<file path="src/rtl/progress_timer.sv">
// progress_timer: counts consecutive no-progress cycles and flags the last allowed one
module progress_timer #(
  parameter int TIMEOUT = 1000
) (
  input  logic clk,
  input  logic reset,
  input  logic clear,
  input  logic en,
  output logic expired
);
  localparam int W = TIMEOUT > 0 ? $clog2(TIMEOUT + 1) : 1;
  logic [W-1:0] count;
  // restart on progress, advance on every idle cycle
  always_ff @(posedge clk or posedge reset)
    if (reset) count <= '0;
    else if (clear) count <= '0;
    else if (en) count <= count + W'(1);
  assign expired = (TIMEOUT != 0) && en && (count == W'(TIMEOUT - 1));
endmodule

</file>
<file path="config.mk">
export PLATFORM = sky130hd
export DESIGN_NAME = progress_timer
export DESIGN_NICKNAME = d
export VERILOG_FILES = /design/src/rtl/progress_timer.sv
export SDC_FILE = /design/constraint.sdc
export NUM_CORES = 1
export LEC_CHECK = 0
export CELL_PAD_IN_SITES_DETAIL_PLACEMENT = 0
export CELL_PAD_IN_SITES_GLOBAL_PLACEMENT = 2
export CORE_MARGIN = 2
export CORE_UTILIZATION = 35
export CTS_CLUSTER_SIZE = 20
export DETAILED_ROUTE_END_ITERATION = 12
export GPL_ROUTABILITY_DRIVEN = 1
export HOLD_SLACK_MARGIN = 0.1
export PLACE_DENSITY_LB_ADDON = 0.1
export SYNTH_ARGS = -nofsm -noshare
export SYNTH_HDL_FRONTEND = slang
export SYNTH_SLANG_ARGS = --single-unit
</file>
<file path="constraint.sdc">
create_clock -name clk -period 2.55 [get_ports clk]
set_input_delay 0.51 -clock clk [delete_from_list [all_inputs] [get_ports clk]]
set_output_delay 0.51 -clock clk [all_outputs]
set_load 0.05 [all_outputs]
</file>
==> key figures, run 1 <==
Global routing
  – First-pass GRT wire length: 1840 um
  – Gr usage total: 14.5%
  – Remaining global-route overflow: 0
  – Largest net degree at the start of global routing: 11
  – Initial antenna violation count: 0
  – Vias in the first global route: 399

Timing
  – Tightest Pin Transition: 386 ps
  – Final Cycle Share: 83.0%
  – Clk_skew: 6.57 ps
  – Final Hold Fails: 0
  – Relative slew slack: 74.3%
  – Final hold slack: 524 ps
  – Max Clk Rate: 472 MHz
  – Unrepaired setup endpoints after global routing: false
  – Final setup vio count: 0
  – Slew Limit Fails: 0
  – Min cycle time layout: 2120 ps
  – Final setup margin: 432 ps
  – Setup_tns: 0 ps

Route
  – Vias/cell: 5.74
  – DRT iter0 DRCs: 14
  – Met2 WL: 508 um
  – Vias: 419
  – Pre-Repair DR Iteration Count: 5
  – WL/cell: 14.3 um
  – Uppermost layer routed: met4
  – Met1 Routed Length: 486 um
  – Final WL: 1040 um
  – Met3 wire length: 37 um
  – DRC: 0
  – Final ANT Viol Nets: 0

Worst setup path
  – Crit-path max FO: 3
  – CP Data Arrival Time: 1610 ps
  – Critical path's top delay family: buffers and inverters
  – WP buf/inv: 2
  – CP max-delay cell: clkdlybuf4s50_1
  – Critical path type: input pin to primary output
  – CP startpoint: en
  – Crit-path cells: clkdlybuf4s50_1 -> nand4_1 -> nor4_2 -> buf_12
  – CP required: 2040 ps
  – Worst setup EP type: primary output
  – Startpoint Class: input pin
  – Crit path largest cell delay: 510 ps
  – Worst r2r src: count[0]$_DFFE_PP0P_

Placed design
  – Pre-CTS setup slack: 383 ps
  – Placer Congestion: 0.780
  – Port Buffer Count: 4
  – DP Wirelength: 778 um

Finish
  – Fill cells: 121
  – Largest Register: count
  – # nets final: 65
  – Inserted Diodes: 0
  – Final Util: 46.1%
  – Largest register FFs: 10
  – Multi-input gate area: 243 um2
  – Synth-to-layout area growth: 20.0%
  – Share of cells above drive strength 1: 13.8%
  – Area occupied by registers: 250 um2
  – Top flop regs: count (10)

Clock tree
  – CTS-repair resized insts: 0
  – Hold_buf cts: 0
  – Clk root buf: clkbuf_4
  – Clk Latency, worst-skew pair: 260 ps
  – Clock buffer depth: 2
  – H-tree depth: 1
  – Clock Sinks: 10
  – Clock-pin slew on the worst setup and hold paths: 60 ps
  – CTS tree: done
  – Post-CTS Setup Inserts: 0
  – CTS buffer count: 3

Floorplan
  – Core area: 1320 um2
  – Horiz. Die Dim: 42.0 um
  – Die footprint: 1760 um2
  – FP Rows: 13
  – Die height: 42.0 um
  – Starting Density: 38.4%
  – # IOs: 5

Run status
  – Status: finished clean

Power
  – Leakage: 0.244 nW
  – PwrDens: 482 nW/um2
  – Peak VDD IR: 0.000247 V

Logic synthesis
  – Mapped Cells: 51
  – Yosys reg bits: 10
  – Mapped Area: 505 um2
  – Library cells used by synthesis: 19
  – Syn nets: 56
  – Share of the yosys chip area belonging to registers: 49.5%
  – Syn_area_per_cell: 9.91 um2
  – Yosys warnings: 0

Hold path
  – Class of the worst hold path: input pin to asynchronous set/reset pin

Flow run
  – Max Cap Violations: 0
-- where the power goes --
part           internal, W  switching, W  leakage [nW]
Combinational    0.0000112     0.0000127        0.0916
Clock            0.0000543     0.0000489        0.0138
Sequential        0.000162    0.00000359         0.138
-- cell families (layout without fill, tap and decap cells) --
logic type / after synthesis / after routing / synth area share (%)
flops: 10 / 10 / 49.5
simple gates: 21 / 21 / 23.5
fa+ha+maj: 1 / 1 / 2.47
compound gates: 10 / 10 / 11.9
buf+inv: 4 / 11 / 3.71
mux: 1 / 1 / 1.98
xor+xnor: 4 / 4 / 6.93
-- cell usage after synthesis --
cell      count  area share [%]
ha_1          1             2.5
mux2i_1       1             2.0
or4_1         4             5.9
nand2_1       3             2.2
nand4_2       1             2.5
nand4_1       4             4.9
nand3_1       1            0.99
o21ai_1       1            0.99
o31ai_1       4             5.9
clkbuf_1      1            0.74
dfrtp_1      10              50
nor4_1        1             1.2
buf_4         1             1.5
xnor2_1       1             1.7
a21oi_1       5             4.9
xor2_1        3             5.2
inv_1         2             1.5
or3_1         1             1.2
nor2_1        6             4.5
-- worst paths after layout --
| check | cells past startpoint | slack [ps] | end |
|---|---|---|---|
| max | 4 | 430 | expired |
| max reg2reg | 4 | 970 | count[6]$_DFFE_PP0P_ |
| min | 2 | 520 | count[8]$_DFFE_PP0P_ |
| min in group clk | 2 | 570 | count[8]$_DFFE_PP0P_ |
| max in group asynchronous | 2 | 1750 | count[4]$_DFFE_PP0P_ |
| min reg2reg | 2 | 570 | count[8]$_DFFE_PP0P_ |
-- final cells by class --
cell class / count / area share [%]
inverter: 2 / 1.24
multi-input combinational: 37 / 40.0
timing repair buffer: 6 / 10.7
tap: 15 / 3.09
sequential: 10 / 41.2
clock buffer: 3 / 3.71
-- cell usage in the layout (no fill, tap or decap), drive strengths merged --
cell type and n:
nand2 3, a21oi 5, xnor2 1, clkbuf 3, buf 3, nand3 1, o21ai 1, or4 4
mux2i 1, or3 1, dfrtp 10, o31ai 4, clkdlybuf4s50 3, nand4 5, ha 1, xor2 3
inv 2, nor2 6, nor4 1
-- metal layers --
metal / up-vias / GRT usage, %
met3: 2 / 7.76
met2: 10 / 22.2
met1: 204 / 16.2
met5: - / 0
met4: 0 / 7.74
li1: 203 / -
-- through the flow --
stage | std cells | power (W) | instance area (um2)
3_5_place_dp | 70 | 0.000193 | 584
2_1_floorplan | 51 | 0.000183 | 512
5_1_grt | 73 | 0.000315 | 607
4_1_cts | 73 | 0.000302 | 607
3_3_place_gp | 70 | 0.000191 | 584
6_report | 73 | 0.000293 | 607
Power figures use the tool's default switching activity.
==> run 2, diff against run 1 <==
CORE_UTILIZATION = 29   (was 35)
clock period = 1.8 ns   (was 2.55 ns; I/O delays follow)
==> run 2 against run 1 <==
Compared with the run above: critical path depth decreased by 1; largest power group unchanged; global-route usage decreased by 1.4 points; routed wire length increased by 13%; register-to-register slack got worse by 700 ps; final cell count increased by 9.6%.
==> key figures, run 2 (same netlist as run 1, synthesis figures left out) <==
Timing
  – Final Cycle Share: 95.8%
  – Final setup vio count: 0 (unchanged)
  – Relative slew slack: 72.0% (-2.3 points)
  – Final hold slack: 385 ps (-138 ps)
  – Clk_skew: 4.16 ps (-2.41 ps)
  – Tightest Pin Transition: 420 ps (+34.4 ps)
  – Slew Limit Fails: 0 (unchanged)
  – Final Hold Fails: 0 (unchanged)
  – Setup_tns: 0 ps (unchanged)
  – Max Clk Rate: 580 MHz
  – Unrepaired setup endpoints after global routing: false
  – Min cycle time layout: 1730 ps

Worst setup path
  – Startpoint Class: register
  – CP Data Arrival Time: 1370 ps (-240 ps)
  – Worst setup EP type: primary output
  – CP endpoint: expired
  – Crit-path max FO: 5 (+2)
  – CP required: 1440 ps (-600 ps)
  – Critical path type: register to primary output
  – Worst r2r src: count[0]$_DFFE_PP0P_
  – R2r setup slk: 270 ps (-700 ps)
  – CP startpoint: count[6]$_DFFE_PP0P_
  – FF-to-FF End: count[8]$_DFFE_PP0P_
  – Reg2Reg Depth: 4 (unchanged)

Route
  – Final ANT Viol Nets: 0 (unchanged)
  – Final WL: 1180 um (+13%)
  – Vias: 431 (+2.9%)
  – DRT iter0 DRCs: 12 (-2)
  – WL/cell: 14.8 um (+3.3%)
  – Pre-Repair DR Iteration Count: 4 (-1)
  – DRC: 0 (unchanged)
  – Vias/cell: 5.39 (-6.1%)

Clock tree
  – Clk Latency, worst-skew pair: 270 ps (about the same)
  – CTS buffer count: 3 (unchanged)
  – Clock Sinks: 10 (unchanged)
  – Clock-pin slew on the worst setup and hold paths: 70 ps (about the same)
  – CTS tree: done
  – Clk root buf: clkbuf_4
  – Clock buffer depth: 2 (unchanged)
  – H-tree depth: 1 (unchanged)

Global routing
  – First-pass GRT wire length: 1820 um (-0.76%)
  – Vias in the first global route: 428 (+7.3%)
  – Initial antenna violation count: 0 (unchanged)
  – Remaining global-route overflow: 0 (unchanged)
  – Largest net degree at the start of global routing: 11 (unchanged)
  – Gr usage total: 13.2% (-1.4 points)

Floorplan
  – Starting Density: 29.9% (-8.4 points)
  – Die footprint: 2090 um2 (+19%)
  – FP Rows: 15 (+2)
  – Horiz. Die Dim: 45.8 um (+8.9%)
  – # IOs: 5 (unchanged)
  – Core area: 1690 um2 (+28%)
  – Die height: 45.8 um (+8.9%)

Finish
  – Most common cell after layout, fill and taps aside: dfrtp_1
  – Leading cell types in the layout, fill and taps excluded: dfrtp_1 (9), buf_4 (7), nor2_1 (6), a21oi_1 (5)
  – Fill cells: 176 (+45%)
  – Synth-to-layout area growth: 32.2%
  – Final Util: 39.6% (-6.5 points)
  – Share of cells above drive strength 1: 23.8% (+10 points)
  – # nets final: 70 (+7.7%)
  – Inserted Diodes: 0 (unchanged)
  – Final Cell Area: 668 um2 (+10%)
  – Largest Register: count
  – Largest register FFs: 10 (unchanged)
  – Top flop regs: count (10)

Power
  – Leakage: 0.266 nW (+9.0%)
  – Total Power: 0.000436 W (+49%)
  – PwrDens: 653 nW/um2 (+35%)
  – Peak VDD IR: 0.000344 V (+40%)

Placed design
  – Port Buffer Count: 4 (unchanged)
  – Post-DP Area: 611 um2 (+4.5%)
  – Placer Congestion: 0.749 (-4.1%)
  – DP Wirelength: 843 um (+8.4%)

Flow run
  – Max Cap Violations: 0 (unchanged)

Hold path
  – Class of the worst hold path: input pin to asynchronous set/reset pin

Run status
  – Status: finished clean
## run 2: final cells by class
cell class | count | area [um2] | share of cell area (%)
Clock buffer | 3 | 22.5 | 3.37
Inverter | 2 | 7.51 | 1.12
Multi-Input combinational cell | 37 | 264 | 39.5
Sequential cell | 10 | 251 | 37.6
Tap cell | 17 | 21.3 | 3.18
Timing Repair Buffer | 11 | 101 | 15.2
## run 2: what timing repair did
| action | 4_1_cts | 5_1_grt |
|---|---|---|
| gates resized for setup | 3 | 1 |
| pin swaps | 1 | 2 |
| endpoints found under the setup margin | 1 | 1 |
| setup buffers | 2 | 1 |
| hold buffers | 0 | 0 |
| endpoints found under the hold margin | 0 | 0 |
## run 2: power by group
part	internal (W)	switching (W)	total [W]	leakage, nW
logic	0.0000242	0.0000233	0.0000475	0.115
clock network	0.0000773	0.0000765	0.000154	0.0138
registers	0.000229	0.00000579	0.000235	0.137
## run 2: worst min-delay path by stage
stage                         start                    to  cells after the start
5_1_grt                       reset  count[8]$_DFFE_PP0P_                      2
3_3_place_gp   count[8]$_DFFE_PP0P_  count[8]$_DFFE_PP0P_                      2
6_report                      reset  count[0]$_DFFE_PP0P_                      2
2_1_floorplan                 reset  count[0]$_DFFE_PP0P_                      1
3_5_place_dp   count[9]$_DFFE_PP0P_  count[9]$_DFFE_PP0P_                      2
4_1_cts                       reset  count[0]$_DFFE_PP0P_                      2
## run 2: per-layer routing
metal	GRT usage (%)	vias to the layer above	share of wire (%)
li1	-	215	-
met2	23.1	4	53
met4	9.14	0	3.0
met5	0	-	0
met1	14.0	207	42
met3	2.38	5	1.9
## run 2: per-stage QoR
step	setup slack, ps	cells
2_1_floorplan	168	51
3_3_place_gp	-26.3	74
3_5_place_dp	-41.5	74
4_1_cts	8.62	79
5_1_grt	3.56	80
6_report	74.9	80
## run 2: critical path, stage by stage, from the launching register on
cell	delay, ps
dfrtp_1	410
nand4_1	210
nor4_4	300
buf_12	180
==> patch 1: new RTL, flow settings as in run 2 <==
`TIMEOUT`: 1000 -> 2000.
--- a/src/rtl/progress_timer.sv
+++ b/src/rtl/progress_timer.sv
@@ -1,6 +1,6 @@
 // progress_timer: counts consecutive no-progress cycles and flags the last allowed one
 module progress_timer #(
-  parameter int TIMEOUT = 1000
+  parameter int TIMEOUT = 2000
 ) (
   input  logic clk,
   input  logic reset,
Behaviour: same outputs for any inputs over 10 cycles, from zero or initial values and one cycle with reset high; that may be too few to reach the edited logic, so the function may still have changed.
==> patch 1 against run 2 <==
Sequential share of layout area rose by 0.69 points. Fmax rose by 3.0%. Non-clock buffer count fell by 1. First-iteration DRC count fell by 17%. Wire length fell by 7.4%. Global-route usage fell by 0.66 points. Cell area rose by 7.5%. Combinational power fell by 12%. Cell count rose by 16%. Sequential cell count rose by 1. Area after synthesis rose by 12%. Worst setup slack improved by 50 ps. Total power rose by 6.9%. Clock power rose by 10%. Critical path type unchanged.
==> patch 1: results (changes against run 2) <==
signal arrival time at the worst endpoint 1320 ps (-50 ps); sum of routed wire length over all layers 1095 um (-7.4%); met2 layer wire length in the routed design 500 um (-21%); final weighted congestion in routability-driven placement 0.7215 (-3.6%); routed wire length per instance 11.77 um (-20%); FF-to-FF setup slack 330 ps (+60 ps); number of global-route vias before repair 465 (+8.6%); Min Hold Slack 383.4 ps (-1.886 ps); Synth top cells by count 11 x sky130_fd_sc_hd__dfrtp_1, 6 x sky130_fd_sc_hd__a21oi_1, 6 x sky130_fd_sc_hd__nor2_1; net count after synthesis 61 (+8.9%); layout cells sized above 1 20.59% (-3.2 points); worst voltage drop across the vdd grid 442.1 uV (+29%); worst setup slack after placement -62.98 ps (-21.46 ps); cell leakage power 0.3054 nW (+15%); Unique masters post-synth 20 (+1); vias after detailed routing 445 (+3.2%); actual slew at the worst max-slew pin 412.1 ps (-7.899 ps); Global Route Usage Sum 12.49% (-0.66 points); maximum number of pins on one net before global-route repair 12 (+1); sequential area share after synthesis 48.78% (-0.72 points); Max Clock Skew 2.749 ps (-1.414 ps); first-iteration detailed-routing DRC count 10 (-2); top area cells in the synthesized netlist sky130_fd_sc_hd__dfrtp_1 49%, sky130_fd_sc_hd__a21oi_1 5.3%, sky130_fd_sc_hd__o31ai_1 5.3%; biggest regs count x11; count of nets after finishing 74 (+5.7%); R2R Path End count[10]$_DFFE_PP0P_; sum of net half-perimeters after detailed placement 835.6 um (-0.85%); worst-path maximum fanout 6 (+1); global-route wire length before repair 2042 um (+12%); met3 WL post-DR 19 um (-14%); outcome finished, final reports clean; wl on met1 567 um (+15%)
-- patch 1: worst max-delay path by stage --
stage | from | to | slack [ps] | depth (start not counted)
after floorplan | count[0]$_DFFE_PP0P_ | expired | 170 | 3
after global placement | en | count[10]$_DFFE_PP0P_ | -60 | 4
after detailed placement | en | expired | -60 | 4
final | count[6]$_DFFE_PP0P_ | expired | 120 | 3
after CTS | count[0]$_DFFE_PP0P_ | expired | 50 | 4
after global routing | count[6]$_DFFE_PP0P_ | expired | 10 | 3
-- patch 1: routing by layer --
metal  up-vias  global-route usage, %
met2         1                  20.27
met5         -                      0
li1        229                      -
met4         0                  3.243
met1       213                  17.24
met3         2                  2.222
-- patch 1: timing repair --
action / in CTS / in global routing
gates resized for setup: 2 / 0
pin swaps: 0 / 1
buffers inserted: 2 / 0
gates cloned: 0 / 0
endpoints found under the setup margin: 1 / 1
-- patch 1: kinds of logic (layout without fill, tap and decap cells) --
logic type | count (synthesis) | count (layout) | share of synthesized area (%)
buffers and inverters | 3 | 15 | 2.660
muxes | 1 | 1 | 1.774
DFF | 11 | 11 | 48.78
adders and majority gates | 1 | 1 | 2.217
and+or+nand+nor | 23 | 23 | 24.61
xor gates and xnor gates | 4 | 4 | 6.210
AOI/OAI and AO/OA | 13 | 13 | 13.75
-- patch 1: worst max-delay path: stages (launching register included) --
cell and delay [ps]:
sky130_fd_sc_hd__dfrtp_1 420, sky130_fd_sc_hd__nand4_1 210, sky130_fd_sc_hd__nor3_4 250, sky130_fd_sc_hd__buf_12 160
-- patch 1: cell type report --
| class | instances | area (um2) | share of cell area (%) |
|---|---|---|---|
| clock buffer | 4 | 26.28 | 3.659 |
| multi-input combinational | 42 | 287.8 | 40.07 |
| sequential | 11 | 275.3 | 38.33 |
| inverter | 1 | 3.754 | 0.5226 |
| tap | 25 | 31.28 | 4.355 |
| timing repair buffer | 10 | 93.84 | 13.07 |
-- patch 1: power by group through the flow --
stage	sequential, mW	combinational, mW	clock (mW)
2_1_floorplan	0.262	0.0205	0
3_5_place_dp	0.263	0.0335	0
4_1_cts	0.255	0.0426	0.175
3_3_place_gp	0.263	0.0337	0
6_report	0.255	0.0418	0.170
5_1_grt	0.256	0.0480	0.192
==> patch 2: new RTL, settings of run 2 <==
Made on the original files. Register the inputs `clear` and `en` before use, with the module's reset. The logic sees them one clock later.
--- a/src/rtl/progress_timer.sv
+++ b/src/rtl/progress_timer.sv
@@ -9,12 +9,26 @@
   output logic expired
 );
   localparam int W = TIMEOUT > 0 ? $clog2(TIMEOUT + 1) : 1;
+
+  logic clear_q;
+  logic en_q;
+
+  always_ff @(posedge clk or posedge reset) begin
+      if (reset) begin
+          clear_q <= '0;
+          en_q    <= '0;
+      end else begin
+          clear_q <= clear;
+          en_q    <= en;
+      end
+  end
+
   logic [W-1:0] count;
   // restart on progress, advance on every idle cycle
   always_ff @(posedge clk or posedge reset)
     if (reset) count <= '0;
-    else if (clear) count <= '0;
-    else if (en) count <= count + W'(1);
-  assign expired = (TIMEOUT != 0) && en && (count == W'(TIMEOUT - 1));
+    else if (clear_q) count <= '0;
+    else if (en_q) count <= count + W'(1);
+  assign expired = (TIMEOUT != 0) && en_q && (count == W'(TIMEOUT - 1));
 endmodule
 
Function: same outputs for any inputs over 10 cycles, from zero or initial values and one cycle with reset high; that may be too few to reach the edited logic, so the function may still have changed.
==> patch 2 against run 2 <==
Worst hold slack better by 22 ps. Total power rose by 11%. Highest routed layer is now met3. Sequential cell count rose by 2. Wire length fell by 8.2%. Sequential power is 22% higher. Area after synthesis increased by 9.9%. Cell area grew 3.4%. Worst setup slack lost 24 ps.
==> patch 2: results (changes against run 2) <==
outcome finished, final reports clean; sequential area share after synthesis 54.05% (+4.5 points); net count after synthesis 58 (+3.6%); global-route wire length before repair 1794 um (-1.5%); cell class contributing the biggest share of worst-path delay flip-flops; top area cells in the synthesized netlist sky130_fd_sc_hd__dfrtp_1 54%, sky130_fd_sc_hd__o31ai_1 5.4%, sky130_fd_sc_hd__or4_1 5.4%; FF-to-FF setup slack 280 ps; biggest regs count x10, clear_q x1, en_q x1; R2R Path Start count[1]$_DFFE_PP0P_; Synth top cells by count 12 x sky130_fd_sc_hd__dfrtp_1, 6 x sky130_fd_sc_hd__nor2_1, 5 x sky130_fd_sc_hd__a21oi_1; Synth async-reset ratio 100.0% (unchanged); part of the total power dissipated in the clock network 33.5% (-1.7 points); Global Route Usage Sum 11.74% (-1.4 points); Min Hold Slack 407.3 ps (+22.04 ps); layout cells sized above 1 15.00% (-8.8 points); Internal Power 0.3719 mW (+12%); maximum number of pins on one net before global-route repair 13 (+2); seq pwr 0.286 mW (+22%); Vias per Instance 5.012 (-7.0%); cell leakage power 0.2656 nW (about the same); Psw 0.1120 mW (+6.1%); H-tree levels 1 (unchanged); final weighted congestion in routability-driven placement 0.7459 (-0.35%); Max Clock Skew 0.4033 ps (-3.760 ps); signal arrival time at the worst endpoint 1390 ps (+20 ps); initial antenna violation count 0 (unchanged); worst-path maximum fanout 4 (-1); I/O Buffers 4 (unchanged); count of nets after finishing 67 (-4.3%); headroom to the max-slew limit 68.25% (-3.7 points); sum of routed wire length over all layers 1085 um (-8.2%); delay of the slowest cell on the worst path 430 ps (+20 ps); crit share post-route 97.19% (+1.4 points); worst voltage drop across the vdd grid 381.9 uV (+11%); first-iteration detailed-routing DRC count 4 (-8); Worst Reg-to-Reg Cells 4 (unchanged); sum of net half-perimeters after detailed placement 805.8 um (-4.4%)
[patch 2: cell count changes after synthesis]
| cell | delta |
|---|---|
| sky130_fd_sc_hd__dfrtp_1 | +2 |
[patch 2: metrics by stage]
stage          worst slack [ps]  instances  area [um2]
4_1_cts                   11.12         85       680.7
5_1_grt                  -54.50         85       690.7
6_report                  50.54         85       690.7
3_5_place_dp              212.3         81       648.1
3_3_place_gp              293.2         81       648.1
2_1_floorplan             168.5         53       570.5
[patch 2: cell families after synthesis]
family / share of synthesized area [%]
AOI/OAI and AO/OA: 10.81
muxes: 1.802
adders and majority gates: 2.252
and+or+nand+nor: 21.40
xor gates and xnor gates: 6.307
buffers and inverters: 3.379
DFF: 54.05
[patch 2: worst max path at each step]
stage,slack [ps],end,from
finish,50,expired,count[1]$_DFFE_PP0P_
global route,-50,expired,count[5]$_DFFE_PP0P_
CTS,10,expired,count[1]$_DFFE_PP0P_
detailed placement,210,count[8]$_DFFE_PP0P_,count[0]$_DFFE_PP0P_
global placement,290,expired,count[0]$_DFFE_PP0P_
floorplan,170,expired,count[0]$_DFFE_PP0P_
[patch 2: routing by layer]
layer / up-vias / global-route usage, % / part of all wire [%]
li1: 208 / - / -
met1: 212 / 15.35 / 48
met2: 6 / 18.93 / 49
met3: 0 / 2.264 / 2.9
met4: 0 / 4.865 / 0
met5: - / 0 / 0
[patch 2: repair_timing]
| action | 4_1_cts | 5_1_grt |
|---|---|---|
| buffers inserted | 1 | 0 |
| gates cloned | 0 | 0 |
| pin swaps | 0 | 0 |
| setup endpoints to repair | 1 | 1 |
| resized for setup | 1 | 1 |
[patch 2: final cells by class]
type,count,area [um2]
sequential,12,300.3
clock buffer,3,22.52
multi-input combinational,37,264.0
fill,194,1074
timing repair buffer,6,65.06
tap,25,31.28
inverter,2,7.507
